$ cat config.mk
export PLATFORM = sky130hd
export DESIGN_NAME = pwm_timer
export DESIGN_NICKNAME = d
export VERILOG_FILES = /design/src/rtl/pwm_timer_pkg.sv /design/src/rtl/pwm_prescaler.sv /design/src/rtl/pwm_timer.sv
export SDC_FILE = /design/constraint.sdc
export NUM_CORES = 1
export LEC_CHECK = 0
export BUFFER_PORTS_ARGS = -buffer_cell sky130_fd_sc_hd__buf_2
export CAP_MARGIN = 20
export CORE_ASPECT_RATIO = 0.75
export CORE_MARGIN = 4
export CORE_UTILIZATION = 40
export DETAILED_ROUTE_END_ITERATION = 16
export PLACE_DENSITY = 0.59
export SLEW_MARGIN = 20
export SYNTH_ARGS = -nofsm -noshare
export SYNTH_HDL_FRONTEND = slang
export SYNTH_HIERARCHICAL = 1
export SYNTH_SLANG_ARGS = --single-unit
export TNS_END_PERCENT = 50
$ cat constraint.sdc
create_clock -name clk -period 4 [get_ports clk]
set_input_delay 0.2 -clock clk [delete_from_list [all_inputs] [get_ports clk]]
set_output_delay 0.2 -clock clk [all_outputs]
set_load 0.02 [all_outputs]
$ cat src/rtl/pwm_timer_pkg.sv
// Shared definitions for the PWM timer: bus register map, CTRL bit positions
// and the up/down counter direction type.
package pwm_timer_pkg;

    typedef enum logic [1:0] {
        ADDR_CTRL = 2'd0,
        ADDR_PSC  = 2'd1,
        ADDR_ARR  = 2'd2,
        ADDR_CNT  = 2'd3
    } addr_t;

    localparam int CTRL_CEN   = 0;
    localparam int CTRL_CMODE = 1;

    typedef enum logic {
        UP   = 1'b0,
        DOWN = 1'b1
    } dir_t;

endpackage

$ cat src/rtl/pwm_prescaler.sv
// Prescaler: counts 0..psc_i while enabled and flags the wrap cycle as a tick.
// A synchronous clear parks it at 0.
module pwm_prescaler #(
    parameter int PSC_W = 16
) (
    input  logic             clk,
    input  logic             rst,
    input  logic             en_i,
    input  logic             clr_i,
    input  logic [PSC_W-1:0] psc_i,
    output logic             tick_o
);

    logic [PSC_W-1:0] cnt_q, cnt_d;

    assign tick_o = en_i & ~clr_i & (cnt_q == psc_i);

    always_comb begin
        cnt_d = cnt_q;
        if (clr_i) begin
            cnt_d = '0;
        end else if (en_i) begin
            cnt_d = (cnt_q == psc_i) ? '0 : cnt_q + PSC_W'(1);
        end
    end

    always_ff @(posedge clk or negedge rst) begin
        if (!rst) begin
            cnt_q <= '0;
        end else begin
            cnt_q <= cnt_d;
        end
    end

endmodule

$ cat src/rtl/pwm_timer.sv
// Memory-mapped two-channel PWM timer with shadow-buffered period and compares.
// Define PWM_CENTER_ALIGN_EN to add the up/down (center-aligned) counting mode.
module pwm_timer
    import pwm_timer_pkg::*;
#(
    parameter int WIDTH = 32,
    parameter int PSC_W = 16
) (
    input  logic                    clk,
    input  logic                    rst,
    input  logic                    en,
    input  logic                    chipSelect,
    input  logic                    write,
    input  logic                    read,
    input  logic [1:0]              address,
    input  logic [31:0]             writeData,
    output logic [31:0]             readData,
    input  logic signed [WIDTH-1:0] cmp1_in,
    input  logic signed [WIDTH-1:0] cmp2_in,
    output logic                    pwm1,
    output logic                    pwm2,
    output logic                    update_evt
);

    logic             wr_en, rd_en, tick, wrap, load, cen_rise, cmode_rd;
    logic             cen_q, cen_d;
    logic [PSC_W-1:0] psc_q, psc_d, psc_sh_q;
    logic [WIDTH-1:0] arr_q, arr_d, arr_sh_q;
    logic [WIDTH-1:0] cnt_q, cnt_d;
    logic [WIDTH:0]   cmp1_sh_q, cmp2_sh_q;
    logic             pwm1_q, pwm2_q, upd_q;
`ifdef PWM_CENTER_ALIGN_EN
    logic             cmode_q, cmode_d;
    dir_t             dir_q, dir_d;
`endif

    // Compare shadows are one bit wider so ARR+1 (constant-high) fits for any ARR.
    function automatic logic [WIDTH:0] sat_cmp(input logic signed [WIDTH-1:0] v,
                                               input logic [WIDTH-1:0] top);
        logic [WIDTH:0] lim;
        logic [WIDTH:0] mag;
        lim = {1'b0, top} + (WIDTH+1)'(1);
        mag = {1'b0, v};
        if (v[WIDTH-1]) begin
            return '0;
        end else if (mag > lim) begin
            return lim;
        end else begin
            return mag;
        end
    endfunction

    assign wr_en = chipSelect & write;
    assign rd_en = chipSelect & read;

    always_comb begin
        cen_d = cen_q;
        psc_d = psc_q;
        arr_d = arr_q;
        if (wr_en) begin
            case (addr_t'(address))
                ADDR_CTRL: cen_d = writeData[CTRL_CEN];
                ADDR_PSC:  psc_d = writeData[PSC_W-1:0];
                ADDR_ARR:  arr_d = writeData[WIDTH-1:0];
                default:   ;
            endcase
        end
    end

`ifdef PWM_CENTER_ALIGN_EN
    assign cmode_d  = (wr_en && addr_t'(address) == ADDR_CTRL) ? writeData[CTRL_CMODE] : cmode_q;
    assign cmode_rd = cmode_q;
`else
    assign cmode_rd = 1'b0;
`endif

    assign cen_rise = cen_d & ~cen_q;

    pwm_prescaler #(.PSC_W(PSC_W)) u_psc (
        .clk   (clk),
        .rst   (rst),
        .en_i  (en & cen_q),
        .clr_i (~cen_q),
        .psc_i (psc_sh_q),
        .tick_o(tick)
    );

    always_comb begin
        cnt_d = cnt_q;
        wrap  = 1'b0;
`ifdef PWM_CENTER_ALIGN_EN
        dir_d = dir_q;
        if (!cen_q || !cmode_q) begin
            dir_d = UP;
        end
`endif
        if (!cen_q) begin
            cnt_d = '0;
        end else if (tick) begin
`ifdef PWM_CENTER_ALIGN_EN
            if (cmode_q) begin
                // Reload happens only at the bottom of the triangle.
                case (dir_q)
                    UP: begin
                        if (cnt_q >= arr_sh_q) begin
                            if (arr_sh_q == '0) begin
                                wrap = 1'b1;
                            end else begin
                                dir_d = DOWN;
                                cnt_d = arr_sh_q - WIDTH'(1);
                            end
                        end else begin
                            cnt_d = cnt_q + WIDTH'(1);
                        end
                    end
                    DOWN: begin
                        if (cnt_q <= WIDTH'(1)) begin
                            cnt_d = '0;
                            dir_d = UP;
                            wrap  = 1'b1;
                        end else begin
                            cnt_d = cnt_q - WIDTH'(1);
                        end
                    end
                    default: dir_d = UP;
                endcase
            end else
`endif
            if (cnt_q >= arr_sh_q) begin
                cnt_d = '0;
                wrap  = 1'b1;
            end else begin
                cnt_d = cnt_q + WIDTH'(1);
            end
        end
    end

    // Shadow reload takes the post-write preload so a same-cycle bus write lands now.
    assign load = wrap | cen_rise;

    always_ff @(posedge clk or negedge rst) begin
        if (!rst) begin
            cen_q     <= 1'b0;
            psc_q     <= '0;
            arr_q     <= '0;
            cnt_q     <= '0;
            psc_sh_q  <= '0;
            arr_sh_q  <= '0;
            cmp1_sh_q <= '0;
            cmp2_sh_q <= '0;
            pwm1_q    <= 1'b0;
            pwm2_q    <= 1'b0;
            upd_q     <= 1'b0;
        end else begin
            cen_q  <= cen_d;
            psc_q  <= psc_d;
            arr_q  <= arr_d;
            cnt_q  <= cnt_d;
            upd_q  <= load;
            pwm1_q <= cen_q & ({1'b0, cnt_q} < cmp1_sh_q);
            pwm2_q <= cen_q & ({1'b0, cnt_q} < cmp2_sh_q);
            if (load) begin
                psc_sh_q  <= psc_d;
                arr_sh_q  <= arr_d;
                cmp1_sh_q <= sat_cmp(cmp1_in, arr_d);
                cmp2_sh_q <= sat_cmp(cmp2_in, arr_d);
            end
        end
    end

`ifdef PWM_CENTER_ALIGN_EN
    always_ff @(posedge clk or negedge rst) begin
        if (!rst) begin
            cmode_q <= 1'b0;
            dir_q   <= UP;
        end else begin
            cmode_q <= cmode_d;
            dir_q   <= dir_d;
        end
    end
`endif

    always_comb begin
        readData = '0;
        if (rd_en) begin
            case (addr_t'(address))
                ADDR_CTRL: begin
                    readData[CTRL_CEN]   = cen_q;
                    readData[CTRL_CMODE] = cmode_rd;
                end
                ADDR_PSC: readData = 32'(psc_q);
                ADDR_ARR: readData = 32'(arr_q);
                ADDR_CNT: readData = 32'(cnt_q);
                default:  readData = '0;
            endcase
        end
    end

    assign pwm1       = pwm1_q;
    assign pwm2       = pwm2_q;
    assign update_evt = upd_q;

endmodule

==> results.py <==
metrics = {
    "status": {
        "outcome": "complete, but fails checks",
        "failed_checks": "setup timing",
    },
    "pwr": {
        "combinational_group_share_of_total_power_pct": 45.0,
        "vdd_drop_max_mv": 0.2299,
        "power.static_leakage_nw": 10.03,
        "power.clock.fraction_pct": 22.7,
        "netSwitchingFraction_pct": 36.71,
        "net-switching-power_mw": 3.510,
        "seqPwrFrac_pct": 32.3,
        "totalPowerFinal_mw": 9.560,
        "p_int_mw": 6.050,
        "power-per-cell-area_nw_per_um2": 483.6,
    },
    "floorplanning": {
        "starting_density_of_the_core_pct": 40.67,
        "rows": 61,
        "dieWidth_um": 232.5,
        "dieHeight_um": 176.4,
        "design.die.area_um2": 41000,
        "floorplan.core_area_um2": 37170,
        "ioPinCount": 139,
    },
    "clocking": {
        "tritoncts.num_buffers": 23,
        "ctsRootBufferMaster": "clkbuf_16",
        "clk_latency_ps": 530,
        "ctsHtreeMaxLevel": 1,
        "path_clk_slew_ps": 70,
        "cts_sinks": 214,
        "cts-root-to-sink-buffers": 3,
        "cts_tree": "built",
    },
    "yosys": {
        "synth-edff-count": 0,
        "yosysMostFrequentCell": "dfrtp_1",
        "postSynthRegisterBits": 214,
        "synthesized_area_um2": 15120,
        "synth_top_area_share_pct": 35.43,
        "async_flop_share_pct": 100.0,
        "gate_count_of_the_mapped_netlist": 1648,
        "count_of_cell_types_in_the_netlist": 72,
        "avgSynthCellArea_um2": 9.172,
        "synth_top_cell_by_area": "dfrtp_1",
        "postSynth.topFlopCell": "dfrtp_1",
        "synth_fp_nets": 1909,
        "synth-warning-count": 6,
        "seq_area_frac_synth_pct": 35.43,
        "synth.top_cells.by_area": "dfrtp_1, ha_1, mux2i_1",
        "synth_commonest_cells": "dfrtp_1, nand2_1, inv_1",
    },
    "critical_path": {
        "path_class": "register to register",
        "timing.critical_path.required_ps": 4400,
        "slowest_delay_ps": 580,
        "cp_num_buf_inv": 5,
        "crit_arrival_ps": 4850,
        "critPathCaptureType": "register",
        "critical_path.max_fanout": 5,
        "timing.critical_path.cells": "nand4_1 -> or4b_4 -> buf_6 -> a221oi_4 -> buf_6 -> nand2_4 -> nor2_4 -> xnor2_4 -> inv_2 -> ha_4 -> and4_1 -> nand4_1 -> nor2_2 -> nand3_2 -> o32ai_4 -> a21oi_2 -> o21ai_4 -> buf_4 -> buf_12 -> mux2i_2 -> o22ai_2",
        "timing.critical_path.max_delay_family": "simple AND/OR/NAND/NOR gates",
        "crit_path_start_kind": "register",
        "crit_slowest_cell": "or4b_4",
    },
    "drt": {
        "routedWlPerCell_um": 20.10,
        "via_count": 13830,
        "dr_iter_0_viols": 1013,
        "finalWirelength_mm": 50.98,
        "drt_pass1_iterations": 9,
        "drc_errors": 0,
        "antenna_violating_nets_post_route": 0,
        "vias_per_cell": 5.453,
    },
    "placed_design": {
        "hpwl_detailed_mm": 38.21,
        "placed_cells_incl_taps": 2421,
        "numPortBuffers": 138,
        "pre_cts_slack_ps": -1003,
        "place.gp.congestion": 0.9093,
        "postPlaceCellArea_um2": 17850,
    },
    "cells_and_area": {
        "post-route-cell-area_um2": 19770,
        "multiInputGateArea_um2": 9265,
        "layout.nets": 2281,
        "number_of_inserted_diodes": 0,
        "syn_to_final_growth_pct": 30.79,
        "num-fill-cells": 3410,
        "stdcell_count": 2537,
        "share_of_final_layout_standard_cells_stronger_than_drive_strength_1_pct": 26.86,
        "seqCellArea_um2": 5355,
    },
    "global_route": {
        "track_usage_pct": 24.31,
        "initial_antenna_violation_count": 2,
        "globalRoute.busiestLayer": "met2",
        "globalRouteOverflowTotal": 0,
        "met1_usage_pct": 34.44,
        "grt_util_met3_pct": 3.016,
        "groute.layer.met2.usage_pct": 38.77,
        "via_count_of_the_first_global_routing_pass": 13740,
        "maximum_number_of_pins_on_one_net_before_global_route_repair": 103,
        "wire_length_of_the_first_global_routing_pass_mm": 78.37,
    },
    "sta": {
        "timing.slew.headroom_pct": 40.33,
        "max_slew_violation_count": 0,
        "maxClockFrequency_ghz": 0.2247,
        "fin_skew_ps": 12.27,
        "hold_violations": 0,
        "report.final.setup_viol": 64,
        "finalWorstSetupSlack_ps": -450.9,
        "period_share_pct": 111.3,
        "finalWorstPathRequiredPeriod_ps": 4451,
        "timing_worst_slew_pin_value_ps": 892.5,
        "rsz0062_at_grt": "yes",
    },
    "job": {
        "drv_cap": 0,
    },
    "min_path": {
        "worstHoldPathType": "input port to register",
    },
}
-- worst register-to-register path, delay by kind of cell (launching register included) --
family,cells,cell delay [ps]
and+or+nand+nor,8,1710
DFF,1,350
muxes,1,240
adders and majority gates,1,270
buffers and inverters,5,710
xor gates and xnor gates,1,150
AOI/OAI and AO/OA,5,890
-- power by group through the flow --
stage	sequential [mW]	clock, mW	combinational [mW]
3_5_place_dp	3.13	0	3.90
2_1_floorplan	3.05	0	2.52
5_1_grt	3.15	2.29	4.73
6_report	3.09	2.17	4.30
3_3_place_gp	3.11	0	3.80
4_1_cts	3.09	2.20	4.15
-- registers in the layout, indices dropped and copies added (netlist names) --
register and count:
cmp1_sh_q 33, cmp2_sh_q 33, arr_q 32, arr_sh_q 32
cnt_q 32, psc_q 16, psc_sh_q 16, u_psc/cnt_q 16
cen_q 1, pwm1 1, pwm2 1, update_evt 1
-- final timing paths --
kind,from,to,slack [ps],cells past startpoint
worst max-delay path,arr_q[7],cmp1_sh_q[11],-450,21
worst min-delay path,cmp2_in[11],cmp2_sh_q[11],10,3
worst max register to register,arr_q[7],cmp1_sh_q[11],-450,21
worst min register to register,cmp1_sh_q[0],cmp1_sh_q[0],500,2
max in group asynchronous,rst,u_psc/cnt_q[1],2650,3
min in group asynchronous,rst,cmp1_sh_q[27],290,2
-- final cells by class --
| class | count | share of cell area (%) |
|---|---|---|
| Inverter | 164 | 3.139 |
| Sequential cell | 214 | 27.09 |
| Tap cell | 504 | 3.190 |
| Timing Repair Buffer | 418 | 15.99 |
| Multi-Input combinational cell | 1199 | 46.86 |
| Clock buffer | 33 | 3.455 |
| Clock inverter | 5 | 0.2721 |
-- stage by stage --
| stage | utilization (%) | hold WS [ps] | TNS, ps |
|---|---|---|---|
| 2_1_floorplan | - | -95.59 | -4366 |
| 3_3_place_gp | 48.02 | 313.8 | -45040 |
| 3_5_place_dp | 48.02 | 314.2 | -50610 |
| 4_1_cts | 52.43 | 1.430 | -21340 |
| 5_1_grt | 53.19 | 0.1561 | -35720 |
| 6_report | 53.19 | 10.26 | -23770 |
-- metal layers --
metal  share of wire (%)  vias up  wire, um
met5                   0        -         0
li1                    -     6645         -
met1                  46     6696     23380
met2                  46      396     23500
met3                 4.7       97      2380
met4                 3.4        0      1724
-- cell usage in the layout, fill, tap and decap left out, types with 14 or more instances in the layout --
master	count
a21o_1	70
a21oi_1	46
a22oi_1	17
a31oi_1	14
and3_1	26
buf_2	137
buf_4	205
clkbuf_16	25
dfrtp_1	214
dlygate4sd3_1	53
ha_1	149
inv_1	159
mux2_2	34
mux2i_1	89
nand2_1	163
nand3_1	46
nand4_1	40
nor2_1	80
nor2b_1	16
nor3_1	19
nor3b_1	14
nor4_1	16
o21ai_0	85
o22ai_1	37
o22ai_2	25
xnor2_1	18
xor2_1	18
-- kinds of logic (layout without fill, tap and decap cells) --
family / after synthesis / in the layout / share of synthesized area (%)
AND/OR/NAND/NOR: 498 / 498 / 16.63
AO/OA/AOI/OAI: 359 / 359 / 16.19
buffers and inverters: 235 / 620 / 6.291
flip-flops: 214 / 214 / 35.43
adder cells (fa/ha/maj): 157 / 157 / 13.00
multiplexers: 139 / 139 / 9.569
XOR/XNOR: 46 / 46 / 2.897
-- repair_timing --
action                                  4_1_cts  5_1_grt
endpoints found under the setup margin       64       64
setup buffers                                15        7
hold buffers                                 53        0
gates resized for setup                      45       40
pin swaps                                    21       18
hold endpoints to repair                    152        0
cloned                                        2        2
(Power assumes the default switching activity.)
